`src/rtl/hls_macc_driver.sv`:
```
// hls_macc_driver: host request/response driver for an HLS ap_ctrl_hs accelerator with ap_vld outputs
//   ap_clk, ap_rst_n              clock, async active-low reset
//   req_valid/req_ready/req_data  host request, ten 32-bit operands packed in1 at [31:0]
//   rsp_valid/rsp_ready           host response handshake
//   rsp_out1..3, rsp_vld_mask     captured results and which ap_vld strobes were seen
//   rsp_timeout                   transaction aborted after TIMEOUT start cycles
//   acc_*                         accelerator ap_start/done/idle/ready, operands, results, strobes
//   txn_count                     completed transactions, timeouts included
module hls_macc_driver #(
  parameter int TIMEOUT = 255
) (
  input  logic         ap_clk,
  input  logic         ap_rst_n,
  input  logic         req_valid,
  output logic         req_ready,
  input  logic [319:0] req_data,
  output logic         rsp_valid,
  input  logic         rsp_ready,
  output logic [31:0]  rsp_out1,
  output logic [31:0]  rsp_out2,
  output logic [31:0]  rsp_out3,
  output logic [2:0]   rsp_vld_mask,
  output logic         rsp_timeout,
  output logic         acc_start,
  input  logic         acc_done,
  input  logic         acc_idle,
  input  logic         acc_ready,
  output logic [319:0] acc_in,
  input  logic [31:0]  acc_out1,
  input  logic [31:0]  acc_out2,
  input  logic [31:0]  acc_out3,
  input  logic         acc_out1_vld,
  input  logic         acc_out2_vld,
  input  logic         acc_out3_vld,
  output logic [15:0]  txn_count
);
  typedef enum logic [1:0] {IDLE, START, RESP} state_t;
  localparam logic [7:0] TO = 8'(TIMEOUT);
  state_t state;
  logic [319:0] op;
  logic [7:0] tcnt;
  logic [7:0] tcnt_nxt;
  logic [15:0] txn_cnt;
  assign tcnt_nxt = tcnt + 8'd1;
  assign req_ready = (state == IDLE) && acc_idle;
  assign rsp_valid = state == RESP;
  assign acc_in = op;
  assign txn_count = txn_cnt;
  always_ff @(posedge ap_clk or negedge ap_rst_n)
    if (!ap_rst_n) begin
      state <= IDLE;
      op <= '0;
      tcnt <= '0;
      txn_cnt <= '0;
      acc_start <= 1'b0;
      rsp_out1 <= '0;
      rsp_out2 <= '0;
      rsp_out3 <= '0;
      rsp_vld_mask <= '0;
      rsp_timeout <= 1'b0;
    end else
      case (state)
        IDLE:
          if (req_valid && acc_idle) begin
            op <= req_data;
            tcnt <= '0;
            rsp_out1 <= '0;
            rsp_out2 <= '0;
            rsp_out3 <= '0;
            rsp_vld_mask <= '0;
            rsp_timeout <= 1'b0;
            acc_start <= 1'b1;
            state <= START;
          end
        START: begin
          if (acc_out1_vld) begin
            rsp_out1 <= acc_out1;
            rsp_vld_mask[0] <= 1'b1;
          end
          if (acc_out2_vld) begin
            rsp_out2 <= acc_out2;
            rsp_vld_mask[1] <= 1'b1;
          end
          if (acc_out3_vld) begin
            rsp_out3 <= acc_out3;
            rsp_vld_mask[2] <= 1'b1;
          end
          if (acc_ready) acc_start <= 1'b0;
          if (acc_done) begin
            acc_start <= 1'b0;
            state <= RESP;
          end else begin
            tcnt <= tcnt_nxt;
            // abort on the START cycle whose increment reaches TIMEOUT, so acc_start is high for at most TIMEOUT cycles
            if (tcnt_nxt == TO) begin
              rsp_timeout <= 1'b1;
              acc_start <= 1'b0;
              state <= RESP;
            end
          end
        end
        RESP:
          if (rsp_ready) begin
            txn_cnt <= txn_cnt + 16'd1;
            state <= IDLE;
          end
        default: state <= IDLE;
      endcase
endmodule

```
`config.mk`:
```
export PLATFORM = sky130hd
export DESIGN_NAME = hls_macc_driver
export DESIGN_NICKNAME = d
export VERILOG_FILES = /design/src/rtl/hls_macc_driver.sv
export SDC_FILE = /design/constraint.sdc
export NUM_CORES = 1
export LEC_CHECK = 0
export CAP_MARGIN = 30
export CORE_AREA = 2 2 340 342
export DETAILED_ROUTE_END_ITERATION = 10
export DIE_AREA = 0 0 342 344
export MAX_ROUTING_LAYER = met4
export SLEW_MARGIN = 10
export SYNTH_ARGS = -nofsm -noshare
export SYNTH_HDL_FRONTEND = slang
export SYNTH_SLANG_ARGS = --single-unit
export TNS_END_PERCENT = 50
```
`constraint.sdc`:
```
create_clock -name ap_clk -period 2.1 [get_ports ap_clk]
set_input_delay 0.315 -clock ap_clk [delete_from_list [all_inputs] [get_ports ap_clk]]
set_output_delay 0.315 -clock ap_clk [all_outputs]
set_load 0.02 [all_outputs]
```
==> impl_results.md <==
* Status: finished clean
* Clk buf depth at 3
* Pin count of the biggest net entering global routing at 73
* Placed Area at around 28000 um2
* Syn nets at 2346
* Comb pwr share at roughly 39%
* Ports at 865
* H-tree levels at 2
* Max Slew Vio Count at 0
* Die area at approximately 120000 um2
* Mapped Cells at between 1500 and 2000
* Final HPWL DP at 56200 um
* WP buf/inv at 1
* Share of layout cells above drive strength 1 at under 10%
* GRT Resource Usage Total at between 10% and 20%
* Crit path DAT at 1.72 ns
* CORE AREA at between 100000 and 150000 um2
* Reg power frac at a little over a third
* CP endpoint kind: output port
* Number of flops mapped to enable cells by yosys at 0
* Layout Cells excl Fill at around 4400
* DRT antenna net count at 0
* Final-report hold violation count at 0
* Post-synth top area share at between 60% and 70%
* WL final at ~73000 um
* Most frequent cells in the layout: nand2_1, clkdlybuf4s50_1, dfrtp_1
* Vias per cell at around 3.7
* Critical Path Slowest Stage Cell: clkdlybuf4s50_1
* CP Max Fanout at 2
* Async set-reset flop share out of synthesis at 100.0%
* Placed insts at 4273
* Slowest Stage Delay on Critical Path at about 0.65 ns
* Initial antenna violation count at 5
* Clk pwr share at a little over a quarter
* Starting Density at around 15%
* Commonest non-fill, non-tap cell in the layout: nand2_1
* Avg Cell Area, Syn at ~9 um2
* Nets at roughly 3200
* Crit path time final at between 2 and 2.5 ns
* Max-Cap Viols at 0
* Clock Latency Late Sink at 0.61 ns
* Final core occ at between 20% and 30%
* Clk slew on worst S/H paths at roughly 0.06 ns
* Family with the most delay on the worst path: buffers and inverters
* Rel. slew slack at about two thirds
* P_int at 23.34 mW
* Area Growth Syn to Fin at 73.80%
* Final GP Congestion at roughly 0.9
* Post-CTS setup buffer count at 0
* Routed WL per cell at roughly 17 um
* Drt drc at 0
* Rows at between 100 and 150
* Num CTS Buffers at 54
* Static leakage at 13.83 nW
* Sum Neg Setup Slack at 0 ns
* Seq/Total Area, Yosys at 64.73%
* PD cells at about 1200 nW/um2
* Sw power at approximately 13 mW
* Crit-path cells: clkdlybuf4s50_1
* CP Launch Type: flop
* Die Span Y at 344 um
* Port bufs at 864
* First-pass GRT wire length at approximately 100000 um
* Flops & latches, synth at ~450
* Netlist Area Pre-Place at 17280 um2
* Crit Path Category: flop to output port
* Tcrit/Tclk final at between 90% and 100%
* Clock Sinks at around 450
* Setup violators final at 0
* Largest cells by area after synthesis: dfrtp_1, nand2_1, o21ai_0, buf_4, buf_2
* Hold WC Path Type: input port to async pin
* Vias at about 16000
* Clock Skew at approximately 0.011 ns
* Unique masters post-synth at 35
* Root Buffer: clkbuf_16
* Power Total at approximately 36 mW
* Sw frac at 35.79%
* Final non-filler cell area at approximately 30000 um2
* Main flop type after synthesis: dfrtp_1
* CTS tree: yes
* Worst Max-Slew Pin Slew at 0.5047 ns
* Starting DRT DRC Count at roughly 730
* FMAX at between 400 and 500 MHz
* Die width at 342 um
* GRT overflow at 0
* Vias in the first global route at 16210
* RSZ-0062 raised after global routing: no
* Initial DRT Pass Iterations at 7
* Yosys warns at 0
* Post-synth top area cell: dfrtp_1
* Maximum ir drop on the vdd rail at 0.6380 mV
* Worst EP required at approximately 1.8 ns
-- per-stage QoR --
step	setup slack (ns)	hold slack [ns]
floorplan	0.5231	0.01941
finish	0.06611	0.2141
global placement	0.008220	0.2379
detailed placement	0.02093	0.2403
global route	0.006687	0.1777
CTS	0.01558	0.1501
-- registers in the layout (all words and copies together) (netlist names) --
register / count
rsp_out1: 32
rsp_out2: 32
rsp_vld_mask: 3
rsp_out3: 32
tcnt: 8
txn_count: 16
state: 2
acc_start: 1
acc_in: 320
rsp_timeout: 1
-- final timing paths --
path / startpoint / endpoint / slack [ns] / depth (start not counted)
setup / recovery: rsp_out1[0] / rsp_out1[0] / 0.07 / 1
hold / removal: ap_rst_n / txn_count[14] / 0.21 / 2
setup reg to reg: tcnt[0] / state[0] / 0.29 / 6
hold reg to reg: acc_in[274] / acc_in[274] / 0.47 / 2
max in group asynchronous: ap_rst_n / acc_in[233] / 1.07 / 4
min in group ap_clk: req_data[149] / acc_in[149] / 0.22 / 3
-- layout make-up --
class                           count  area (um2)
Clock inverter                     11       136.4
Clock buffer                       83        1652
Antenna cell                        7       17.52
Tap cell                         1512        1892
Inverter                            5       18.77
Timing Repair Buffer              949        9597
Fill cell                       12160       83840
Sequential cell                   447       11190
Multi-Input combinational cell   1361        5537
-- what timing repair did --
action | 4_1_cts | 5_1_grt
gates resized for setup | 14 | 5
hold buffers | 1 | 0
endpoints found under the hold margin | 98 | 0
setup endpoints to repair | 14 | 5
-- cells in the mapped netlist, types with 2 or more instances --
| master | instances |
|---|---|
| dfrtp_1 | 447 |
| clkbuf_1 | 34 |
| or3_1 | 3 |
| inv_1 | 5 |
| nand4_1 | 4 |
| nor2b_1 | 2 |
| o41ai_1 | 3 |
| and4_1 | 2 |
| and3_1 | 2 |
| o21ai_0 | 108 |
| nand2b_1 | 3 |
| xnor2_1 | 12 |
| nand3_1 | 10 |
| ha_1 | 3 |
| a21oi_1 | 4 |
| nor2_1 | 13 |
| and2_1 | 4 |
| nand2_1 | 1171 |
| buf_4 | 31 |
| xor2_1 | 5 |
| buf_2 | 32 |
| buf_1 | 6 |
-- kinds of logic (layout without fill, tap and decap cells) --
family          after synthesis  after routing  share of synthesized area (%)
other cells                   0              7                              0
fa+ha+maj                     3              3                         0.2172
simple gates               1219           1219                          27.04
buf+inv                     109           1048                          3.330
mux                           2              2                         0.1231
xor+xnor                     17             17                         0.8616
flops                       447            447                          64.73
compound gates              120            120                          3.700
-- power by group through the flow --
stage	clock network [mW]	logic, mW	registers, mW
3_3_place_gp	0	14.2	13.0
5_1_grt	10.1	15.0	13.3
3_5_place_dp	0	14.2	13.0
6_report	9.45	14.0	12.9
2_1_floorplan	0	2.71	16.1
4_1_cts	9.80	14.2	12.9
-- routing by layer --
metal	vias up	wire (um)	track usage, %
met1	7575	28440	13.92
met5	-	0	-
met3	109	6423	4.062
met4	0	2131	4.203
met2	633	35600	19.71
li1	7720	-	-
Note: power is estimated with default switching activity, not from simulation.
